`config.mk`:
```
export PLATFORM = sky130hd
export DESIGN_NAME = bola_inimiga_ctrl
export DESIGN_NICKNAME = d
export VERILOG_FILES = /design/src/rtl/bola_inimiga_ctrl.sv
export SDC_FILE = /design/constraint.sdc
export NUM_CORES = 1
export LEC_CHECK = 0
export CAP_MARGIN = 20
export CORE_ASPECT_RATIO = 0.7
export CORE_MARGIN = 1.5
export CORE_UTILIZATION = 42
export DETAILED_ROUTE_END_ITERATION = 12
export DONT_BUFFER_PORTS = 1
export GPL_TIMING_DRIVEN = 1
export HOLD_SLACK_MARGIN = 0.05
export PLACE_DENSITY = 0.56
export SETUP_SLACK_MARGIN = 0.2
export SLEW_MARGIN = 30
export SYNTH_ARGS = -nofsm -noshare
export SYNTH_HDL_FRONTEND = slang
export SYNTH_SLANG_ARGS = --single-unit
```
`constraint.sdc`:
```
create_clock -name CLOCK_50 -period 7.65 [get_ports CLOCK_50]
set_clock_uncertainty 0.1 [all_clocks]
set_input_delay 0.765 -clock CLOCK_50 [delete_from_list [all_inputs] [get_ports CLOCK_50]]
set_output_delay 0.765 -clock CLOCK_50 [all_outputs]
set_load 0.005 [all_outputs]
```
`src/rtl/bola_inimiga_ctrl.sv`:
```
// Enemy projectile controller: launch scheduling, downward flight, ship hit detection and life count.
// Optional macro BOLA_INIMIGA_MIRA_EN: projectile steers 1 px per tick toward the ship centre.
module bola_inimiga_ctrl #(
    parameter int TICK_DIV        = 833333,
    parameter int COOLDOWN        = 90,
    parameter int VEL             = 4,
    parameter int RAIO            = 5,
    parameter int LARGURA_INIMIGO = 40,
    parameter int ALTURA_INIMIGO  = 30,
    parameter int LARGURA_NAVE    = 45,
    parameter int ALTURA_NAVE     = 20,
    parameter int Y_MAX           = 480,
    parameter int VIDAS_INI       = 3
) (
    input  logic       CLOCK_50,
    input  logic       reset,
    input  logic       pausa,
    input  logic       reiniciarJogo,
    input  logic [9:0] x_inimigo,
    input  logic [9:0] y_inimigo,
    input  logic       inimigo_vivo,
    input  logic [9:0] x_nave,
    input  logic [9:0] y_nave,
    output logic [9:0] x,
    output logic [9:0] y,
    output logic [9:0] raio,
    output logic       ativa,
    output logic       acertou_nave,
    output logic [1:0] vidas,
    output logic       game_over
);

    typedef enum logic [1:0] {
        ESPERA,
        VOANDO,
        ACERTO
    } estado_t;

    localparam int TW = (TICK_DIV > 1) ? $clog2(TICK_DIV) : 1;
    localparam int CW = (COOLDOWN > 1) ? $clog2(COOLDOWN) : 1;

    localparam logic [TW-1:0] TICK_MAX = TW'(TICK_DIV - 1);
    localparam logic [CW-1:0] COOL_MAX = CW'(COOLDOWN - 1);

    localparam logic [10:0] RAIO_W    = 11'(RAIO);
    localparam logic [10:0] VEL_W     = 11'(VEL);
    localparam logic [10:0] YMAX_W    = 11'(Y_MAX);
    localparam logic [10:0] MEIO_INI  = 11'(LARGURA_INIMIGO / 2);
    localparam logic [10:0] ALT_INI   = 11'(ALTURA_INIMIGO);
    localparam logic [10:0] LARG_NAVE = 11'(LARGURA_NAVE);
    localparam logic [10:0] ALT_NAVE  = 11'(ALTURA_NAVE);
    localparam logic [1:0]  VIDAS_RST = 2'(VIDAS_INI);

    estado_t       estado_q, estado_d;
    logic [TW-1:0] tick_cnt_q, tick_cnt_d;
    logic [CW-1:0] cool_q, cool_d;
    logic [9:0]    x_q, x_d;
    logic [9:0]    y_q, y_d;
    logic [1:0]    vidas_q, vidas_d;
    logic          game_over_q, game_over_d;

    logic          tick;
    logic [10:0]   lanc_x, lanc_y;
    logic [10:0]   x_voo, y_next;
    logic          hit;

    // Saturate an 11-bit result into the 10-bit screen range instead of wrapping.
    function automatic logic [9:0] sat10(input logic [10:0] v);
        return v[10] ? 10'h3FF : v[9:0];
    endfunction

    always_comb begin
        lanc_x = {1'b0, x_inimigo} + MEIO_INI;
        lanc_y = {1'b0, y_inimigo} + ALT_INI + RAIO_W;
        y_next = {1'b0, y_q} + VEL_W;
    end

`ifdef BOLA_INIMIGA_MIRA_EN
    localparam logic [10:0] MEIO_NAVE = 11'(LARGURA_NAVE / 2);
    localparam logic [10:0] X_MAX_W   = 11'(639 - RAIO);

    logic [10:0] alvo;
    logic [10:0] x_passo;

    always_comb begin
        alvo = {1'b0, x_nave} + MEIO_NAVE;
        if ({1'b0, x_q} < alvo) begin
            x_passo = {1'b0, x_q} + 11'd1;
        end else if ({1'b0, x_q} > alvo) begin
            x_passo = {1'b0, x_q} - 11'd1;
        end else begin
            x_passo = {1'b0, x_q};
        end
        if (x_passo < RAIO_W) begin
            x_voo = RAIO_W;
        end else if (x_passo > X_MAX_W) begin
            x_voo = X_MAX_W;
        end else begin
            x_voo = x_passo;
        end
    end
`else
    always_comb begin
        x_voo = {1'b0, x_q};
    end
`endif

    // Hit test uses the post-move position so a tick that enters the box is the hit tick.
    always_comb begin
        hit = (x_voo + RAIO_W >= {1'b0, x_nave}) &&
              (x_voo <= {1'b0, x_nave} + LARG_NAVE + RAIO_W) &&
              (y_next + RAIO_W >= {1'b0, y_nave}) &&
              (y_next <= {1'b0, y_nave} + ALT_NAVE);
    end

    always_comb begin
        estado_d   = estado_q;
        tick_cnt_d = tick_cnt_q;
        cool_d     = cool_q;
        x_d        = x_q;
        y_d        = y_q;
        vidas_d    = vidas_q;
        tick       = 1'b0;

        if (!pausa) begin
            tick       = (tick_cnt_q == TICK_MAX);
            tick_cnt_d = tick ? '0 : tick_cnt_q + TW'(1);

            unique case (estado_q)
                ESPERA: begin
                    if (!inimigo_vivo) begin
                        cool_d = '0;
                    end else if (tick && !game_over_q) begin
                        if (cool_q == COOL_MAX) begin
                            cool_d   = '0;
                            x_d      = sat10(lanc_x);
                            y_d      = sat10(lanc_y);
                            estado_d = VOANDO;
                        end else begin
                            cool_d = cool_q + CW'(1);
                        end
                    end
                end
                VOANDO: begin
                    if (tick) begin
                        x_d = sat10(x_voo);
                        if (hit) begin
                            y_d      = sat10(y_next);
                            estado_d = ACERTO;
                        end else if (y_next + RAIO_W > YMAX_W) begin
                            x_d      = '0;
                            y_d      = '0;
                            estado_d = ESPERA;
                        end else begin
                            y_d = sat10(y_next);
                        end
                    end
                end
                ACERTO: begin
                    vidas_d  = (vidas_q != 2'd0) ? vidas_q - 2'd1 : 2'd0;
                    x_d      = '0;
                    y_d      = '0;
                    estado_d = ESPERA;
                end
                default: begin
                    estado_d = ESPERA;
                end
            endcase
        end

        // Restart wins over pause.
        if (reiniciarJogo) begin
            estado_d   = ESPERA;
            tick_cnt_d = '0;
            cool_d     = '0;
            x_d        = '0;
            y_d        = '0;
            vidas_d    = VIDAS_RST;
        end

        game_over_d = (vidas_d == 2'd0);
    end

    always_ff @(posedge CLOCK_50 or negedge reset) begin
        if (!reset) begin
            estado_q    <= ESPERA;
            tick_cnt_q  <= '0;
            cool_q      <= '0;
            x_q         <= '0;
            y_q         <= '0;
            vidas_q     <= VIDAS_RST;
            game_over_q <= 1'b0;
        end else begin
            estado_q    <= estado_d;
            tick_cnt_q  <= tick_cnt_d;
            cool_q      <= cool_d;
            x_q         <= x_d;
            y_q         <= y_d;
            vidas_q     <= vidas_d;
            game_over_q <= game_over_d;
        end
    end

    assign x            = x_q;
    assign y            = y_q;
    assign raio         = 10'(RAIO);
    assign ativa        = (estado_q == VOANDO);
    assign acertou_nave = (estado_q == ACERTO) && !pausa;
    assign vidas        = vidas_q;
    assign game_over    = game_over_q;

endmodule

```
==> results.txt, run 1 <==
DR vias - 4,324
clk buf depth - 2
DP HPWL - 9.84 mm
Synth top area share - 25.0%
Num CTS Buffers - 5
YS warnings - 0
root buf cell - clkbuf_16
top_reg_cell synth - dfrtp_1
initial antenna violation count - 0
most common cell in the netlist - ha_1
number of port buffers - 0
worst rel slew slack - 44.8%
Vias/cell - 5.68
TritonRoute pass-1 iters - 4
worst reg-to-reg setup slack - 3.42 ns
gpl congestion - 0.842
Final Cycle Share - 55.3%
worst hold path class - in -> async
Final min period - 4.23 ns
Final Slew Violations - 0
CP Cell Sequence - inv_1 > ha_1 > inv_1 > nand3_1 > a21oi_1 > xnor2_1 > ha_1 > o2111a_1 > a211oi_1 > o21ai_0 > o221ai_1 > o311ai_1 > a2bb2oi_1 > o21ai_0 > a22o_1
Rows - 33
multi-input logic area - 3410 um2
clock sink total - 52
Crit path buffers/inverters - 2
CP Data Arrival Time - 4.31 ns
Total Power - 653 uW
area grow syn2layout - 5.53%
initial core utilization - 43.0%
register area - 1300 um2
status - completed
leakage power - 2.40 nW
CTS tree - yes
Antenna Nets Post-Route - 0
Async SR Flop Fraction - 100%
Total GRT Usage - 20.6%
# Max-Cap Violations - 0
# diodes - 0
core area - 11,600 um2
vias in the first global route - 4,121
Cell variety after synth - 63
worst path required time - 7.73 ns
Core Util, Final - 45.3%
Skew-Pair Late Insertion Delay - 0.29 ns
highest clock rate - 236 MHz
RSZ-0062 raised after global routing - false
layout cells sized above 1 - 4.47%
actual slew at the worst max-slew pin - 0.824 ns
Ports - 80
Avg Cell Area, Syn - 8.24 um2
Post-Route Setup TNS - 0 ns
H-tree depth - 2
die footprint - 12,600 um2
endpoint class of the critical path - register
pin count of the biggest net entering global routing - 53
Gate Count Post-Synth - 607
Post-synth EDFFs - 0
Synth area leader - dfrtp_1
first-pass GRT wire length - 20.9 mm
Fill cells - 1,154
critical path class - reg -> reg
slowest CP cell - dfrtp_1
CP top delay family - compound AO/OA/AOI/OAI gates
die height - 94.3 um
Pwr per Cell Area - 124 nW/um2
post-place instance area - 5090 um2
fin nets - 707
final non-filler cell total - 761
Synth area leaders - dfrtp_1 (25%), ha_1 (15%), xnor2_1 (5.6%)
register bit total from synthesis - 52
max incr delay on CP - 0.63 ns
Netlist Area Pre-Place - 5000 um2
Cells after DPL - 749
Post-Layout Inst Area - 5280 um2
cts repair resizes - 0
Max IR drop VDD - 0.0000798 V
startpoint types - register
Post-synth top cells - ha_1 (59), a21oi_1 (50), dfrtp_1 (50), o21ai_0 (47), inv_1 (46)
DR DRC count - 0
count of final setup violators - 0
WL per Instance - 16.8 um
Die Wd - 133 um
critical path peak fanout - 15
Overflow after GRT - 0
clk slew on worst S/H paths - 0.06 ns
sequential share of the synthesized area - 26.1%
DRT iter0 DRCs - 186
final wirelength - 12.8 mm
final hold vios - 0
-- placed cells by master, fill, tap and decap left out, drive strengths merged, types with 3 or more instances in the layout --
master / synthesis / layout
or3: 8 / 8
o211ai: 3 / 3
o2111ai: 3 / 3
nor2: 45 / 45
and3: 11 / 11
and3b: 3 / 3
dfrtp: 50 / 50
o31ai: 7 / 7
a31oi: 6 / 6
conb: 2 / 10
mux2i: 5 / 5
o21a: 3 / 3
nand3b: 5 / 5
a21oi: 50 / 50
a22o: 7 / 7
or2: 4 / 4
and2: 4 / 4
xor2: 22 / 22
mux2: 7 / 7
a21o: 7 / 7
nand4: 7 / 7
nor2b: 11 / 11
a211o: 3 / 3
inv: 46 / 46
xnor2: 32 / 32
nand2: 44 / 44
dlygate4sd3: 0 / 4
nor3: 9 / 9
a211oi: 5 / 5
ha: 59 / 59
o21ai: 47 / 47
a2111oi: 3 / 3
clkbuf: 9 / 8
nor4: 4 / 4
nand3: 32 / 32
-- report_power, final --
part	internal (mW)	leakage, nW	switching [mW]
combinational	0.0557	1.62	0.0687
clock	0.131	0.0712	0.0994
sequential	0.282	0.706	0.0162
-- per-stage QoR --
stage / setup slack, ns / hold slack (ns)
floorplan: 3.99 / 0.345
global placement: 3.62 / 0.362
detailed placement: 3.43 / 0.372
CTS: 3.42 / 0.0525
global route: 3.00 / 0.0529
finish: 3.42 / 0.0648
-- kinds of logic after synthesis --
logic type,after synthesis,synth area share (%)
other,2,0.150
xor gates and xnor gates,54,9.46
DFF,52,26.1
AOI/OAI and AO/OA,159,19.9
and+or+nand+nor,199,20.7
adders and majority gates,59,14.8
buffers and inverters,70,6.33
muxes,12,2.58
-- sequential cells by signal, indices dropped and copies added, names as in the netlist --
| name | cells |
|---|---|
| cool_q | 7 |
| tick_cnt_q | 20 |
| estado_q | 2 |
| game_over | 1 |
| vidas | 2 |
| x | 10 |
| y | 10 |
-- area by class of cell --
class | count | share of cell area [%]
inverters | 46 | 3.27
well taps | 157 | 3.72
multi-input cells | 493 | 64.6
flip-flops and latches | 52 | 24.7
clock buffers | 8 | 2.77
repair buffers | 5 | 0.901
-- path summary, 6_finish.rpt --
| kind | start | end | depth (start not counted) |
|---|---|---|---|
| min in group CLOCK_50 | cool_q[4] | cool_q[4] | 1 |
| min reg2reg | cool_q[4] | cool_q[4] | 1 |
| max | y[2] | y[4] | 15 |
| max reg2reg | y[2] | y[4] | 15 |
| max in group asynchronous | reset | tick_cnt_q[0] | 1 |
| min | reset | y[6] | 0 |
-- per-layer routing --
metal,wire length [um],vias to the layer above,global-route usage (%)
met3,1160,10,5.66
met5,0,-,0
met4,100,0,4.17
met2,5160,139,30.4
li1,-,2147,-
met1,6340,2028,29.9
-- repair_timing --
item / 4_1_cts / 5_1_grt
setup buffers: 0 / 0
hold endpoints to repair: 0 / 8
hold buffers: 0 / 4
Note: power is estimated with default switching activity, not from simulation.
==> run 2, diff against run 1 <==
ABC_AREA = 1   (was unset)
PLACE_DENSITY = 0.59   (was 0.56)
clock period = 3.5 ns   (was 7.65 ns; I/O delays follow)
==> run 2 against run 1 <==
The run now ends with design-rule violations left; critical path depth is 6 higher; worst setup slack worse by 2.9 ns; power grew to 4.6 times the previous value; clock power is 140% higher; via count is 14% higher; global-route usage is 1.4 points lower; area after synthesis is 8.8% higher; sequential power grew to 3.0 times the previous value; hold slack better by 0.066 ns.
==> results.txt, run 2 <==
die height - 98.2 um
final worst slack - 0.484 ns
Setup crit end - x[8]
DR vias - 4,946
number of cells on the critical path - 21
leakage power - 3.06 nW
Setup WS pre-CTS - 0.299 ns
register bit total from synthesis - 52
Total GRT Usage - 19.2%
final non-filler cell total - 974
core area - 12,500 um2
initial antenna violation count - 0
TritonRoute pass-1 iters - 9
root buf cell - clkbuf_16
Num CTS Buffers - 5
worst hold path class - in -> reg
Rows - 34
Crit path buffers/inverters - 3
Max IR drop VDD - 0.000216 V
CP top delay family - simple AND/OR/NAND/NOR gates
post-place instance area - 5580 um2
DRT iter0 DRCs - 271
Netlist Area Pre-Place - 5440 um2
Worst path most repeated cell - nand2_1
failing checks - design-rule violations
sequential share of the synthesized area - 24.0%
max incr delay on CP - 0.44 ns
WL per Instance - 13.3 um
first-pass GRT wire length - 22.1 mm
# Max-Cap Violations - 0
top_reg_cell synth - dfrtp_1
Async SR Flop Fraction - 100%
Skew-Pair Late Insertion Delay - 0.29 ns
Synth area leader - dfrtp_1
DR DRC count - 7
clock sink total - 52
Final Cycle Share - 86.2%
endpoint class of the critical path - register
Pwr per Cell Area - 512 nW/um2
most common cell in the netlist - nand2_1
gpl congestion - 0.846
Largest Register - tick_cnt_q
CP Cell Sequence - ha_2 > nand3_1 > nand2_1 > nand2_1 > inv_1 > nand2_4 > nand2_1 > inv_1 > ha_1 > nand2_1 > inv_1 > a21oi_1 > nand2_1 > nand2_1 > nand3_1 > nand2_1 > nand3_2 > nand4_4 > nand3_4 > nand2_1 > nand2_1
critical path peak fanout - 10
number of port buffers - 0
Final Slew Violations - 0
critical path class - reg -> reg
fin nets - 915
worst rel slew slack - 52.1%
P_int - 1.61 mW
Comb pwr share - 50.9%
Post-synth top cells - nand2_1 (204), inv_1 (120), nor2_1 (91), ha_1 (59), dfrtp_1 (50)
# diodes - 0
vias in the first global route - 4,778
CTS tree - yes
Die Wd - 139 um
commonest cells after routing, fill and taps aside - nand2_1 (202), inv_1 (120), nor2_1 (89), ha_1 (58), dfrtp_1 (48)
Antenna Nets Post-Route - 0
Avg Cell Area, Syn - 6.76 um2
pin count of the biggest net entering global routing - 53
actual slew at the worst max-slew pin - 0.716 ns
postcts setup bufs - 0
DP HPWL - 10.3 mm
Post-synth EDFFs - 0
Synth area leaders - dfrtp_1 (23%), nand2_1 (14%), ha_1 (14%)
final hold vios - 0
die footprint - 13,700 um2
sequential power share - 30.4%
worst r2r path cells - 21
Gate Count Post-Synth - 805
status - finished, violations left
area grow syn2layout - 7.61%
RSZ-0062 raised after global routing - false
Post-Route Setup TNS - 0 ns
Overflow after GRT - 0
worst reg-to-reg setup slack - 0.48 ns
Ports - 80
commonest non-fill, non-tap cell in the layout - nand2_1
RR Endpoint - x[8]
Total Power - 3.00 mW
highest clock rate - 332 MHz
initial core utilization - 43.4%
Psw - 1.39 mW
H-tree depth - 2
Cell variety after synth - 47
Post-Layout Inst Area - 5860 um2
worst path required time - 3.58 ns
Vias/cell - 5.08
clk slew on worst S/H paths - 0.07 ns
Crit. Startpoint - y[3]
max FFs per register - 20
startpoint types - register
Final min period - 3.02 ns
count of final setup violators - 0
sw frac - 46.3%
reg-to-reg startpoint - y[3]
Cells after DPL - 961
Clock Power Share - 18.7%
YS warnings - 0
final wirelength - 12.9 mm
CP Data Arrival Time - 3.10 ns
layout cells sized above 1 - 8.13%
Synth top area share - 23.0%
slowest CP cell - dfrtp_2
clk buf depth - 2
[run 2: final cells by class]
| cell class | instances | area [um2] |
|---|---|---|
| clock buffer | 5 | 125 |
| clock inverter | 3 | 42.5 |
| fill | 1274 | 6690 |
| inverter | 127 | 477 |
| multi-input combinational | 616 | 3610 |
| sequential | 52 | 1310 |
| tap | 162 | 203 |
| timing repair buffer | 9 | 92.6 |
[run 2: cells by family after synthesis]
group | share of synthesized area, %
buffers and inverters | 11.3
xor gates and xnor gates | 6.60
adders and majority gates | 13.6
and+or+nand+nor | 35.6
DFF | 24.0
AOI/OAI and AO/OA | 8.78
other | 0.138
[run 2: worst min path at each step]
stage | startpoint | end | cells after the start
CTS | inimigo_vivo | cool_q[4] | 2
global route | inimigo_vivo | cool_q[4] | 2
global placement | reset | cool_q[6] | 0
floorplan | reset | cool_q[0] | 0
detailed placement | reset | cool_q[6] | 0
finish | inimigo_vivo | cool_q[4] | 2
[run 2: timing repair]
action,CTS,global route
endpoints found under the setup margin,0,22
endpoints found under the hold margin,53,0
gates resized for setup,0,14
hold buffers,3,0
[run 2: routing by layer]
metal | GRT usage (%) | vias to the layer above | part of all wire, %
li1 | - | 2581 | -
met1 | 27.8 | 2261 | 52
met2 | 30.4 | 85 | 42
met3 | 3.14 | 19 | 4.3
met4 | 3.93 | 0 | 1.3
met5 | 0 | - | 0
[run 2: metrics by stage]
stage | hold WS, ns | utilization [%]
after floorplan | -0.0456 | -
after global placement | -0.0430 | 44.5
after detailed placement | -0.0427 | 44.5
after CTS | 0.130 | 46.2
after global routing | 0.139 | 46.7
final | 0.131 | 46.7
[run 2: power groups by stage]
stage	registers (mW)	logic, mW	clock network, mW
3_3_place_gp	0.914	1.42	0
3_5_place_dp	0.919	1.45	0
5_1_grt	0.933	1.76	0.592
6_report	0.911	1.53	0.559
2_1_floorplan	0.864	1.15	0
4_1_cts	0.908	1.48	0.571
[run 2: worst register-to-register path, delay by kind of cell (launching register included)]
kind	cells	cell delay [ns]
AO/OA/AOI/OAI	1	0.13
adder cells (fa/ha/maj)	2	0.52
buffers and inverters	3	0.27
flip-flops	1	0.44
AND/OR/NAND/NOR	15	1.41
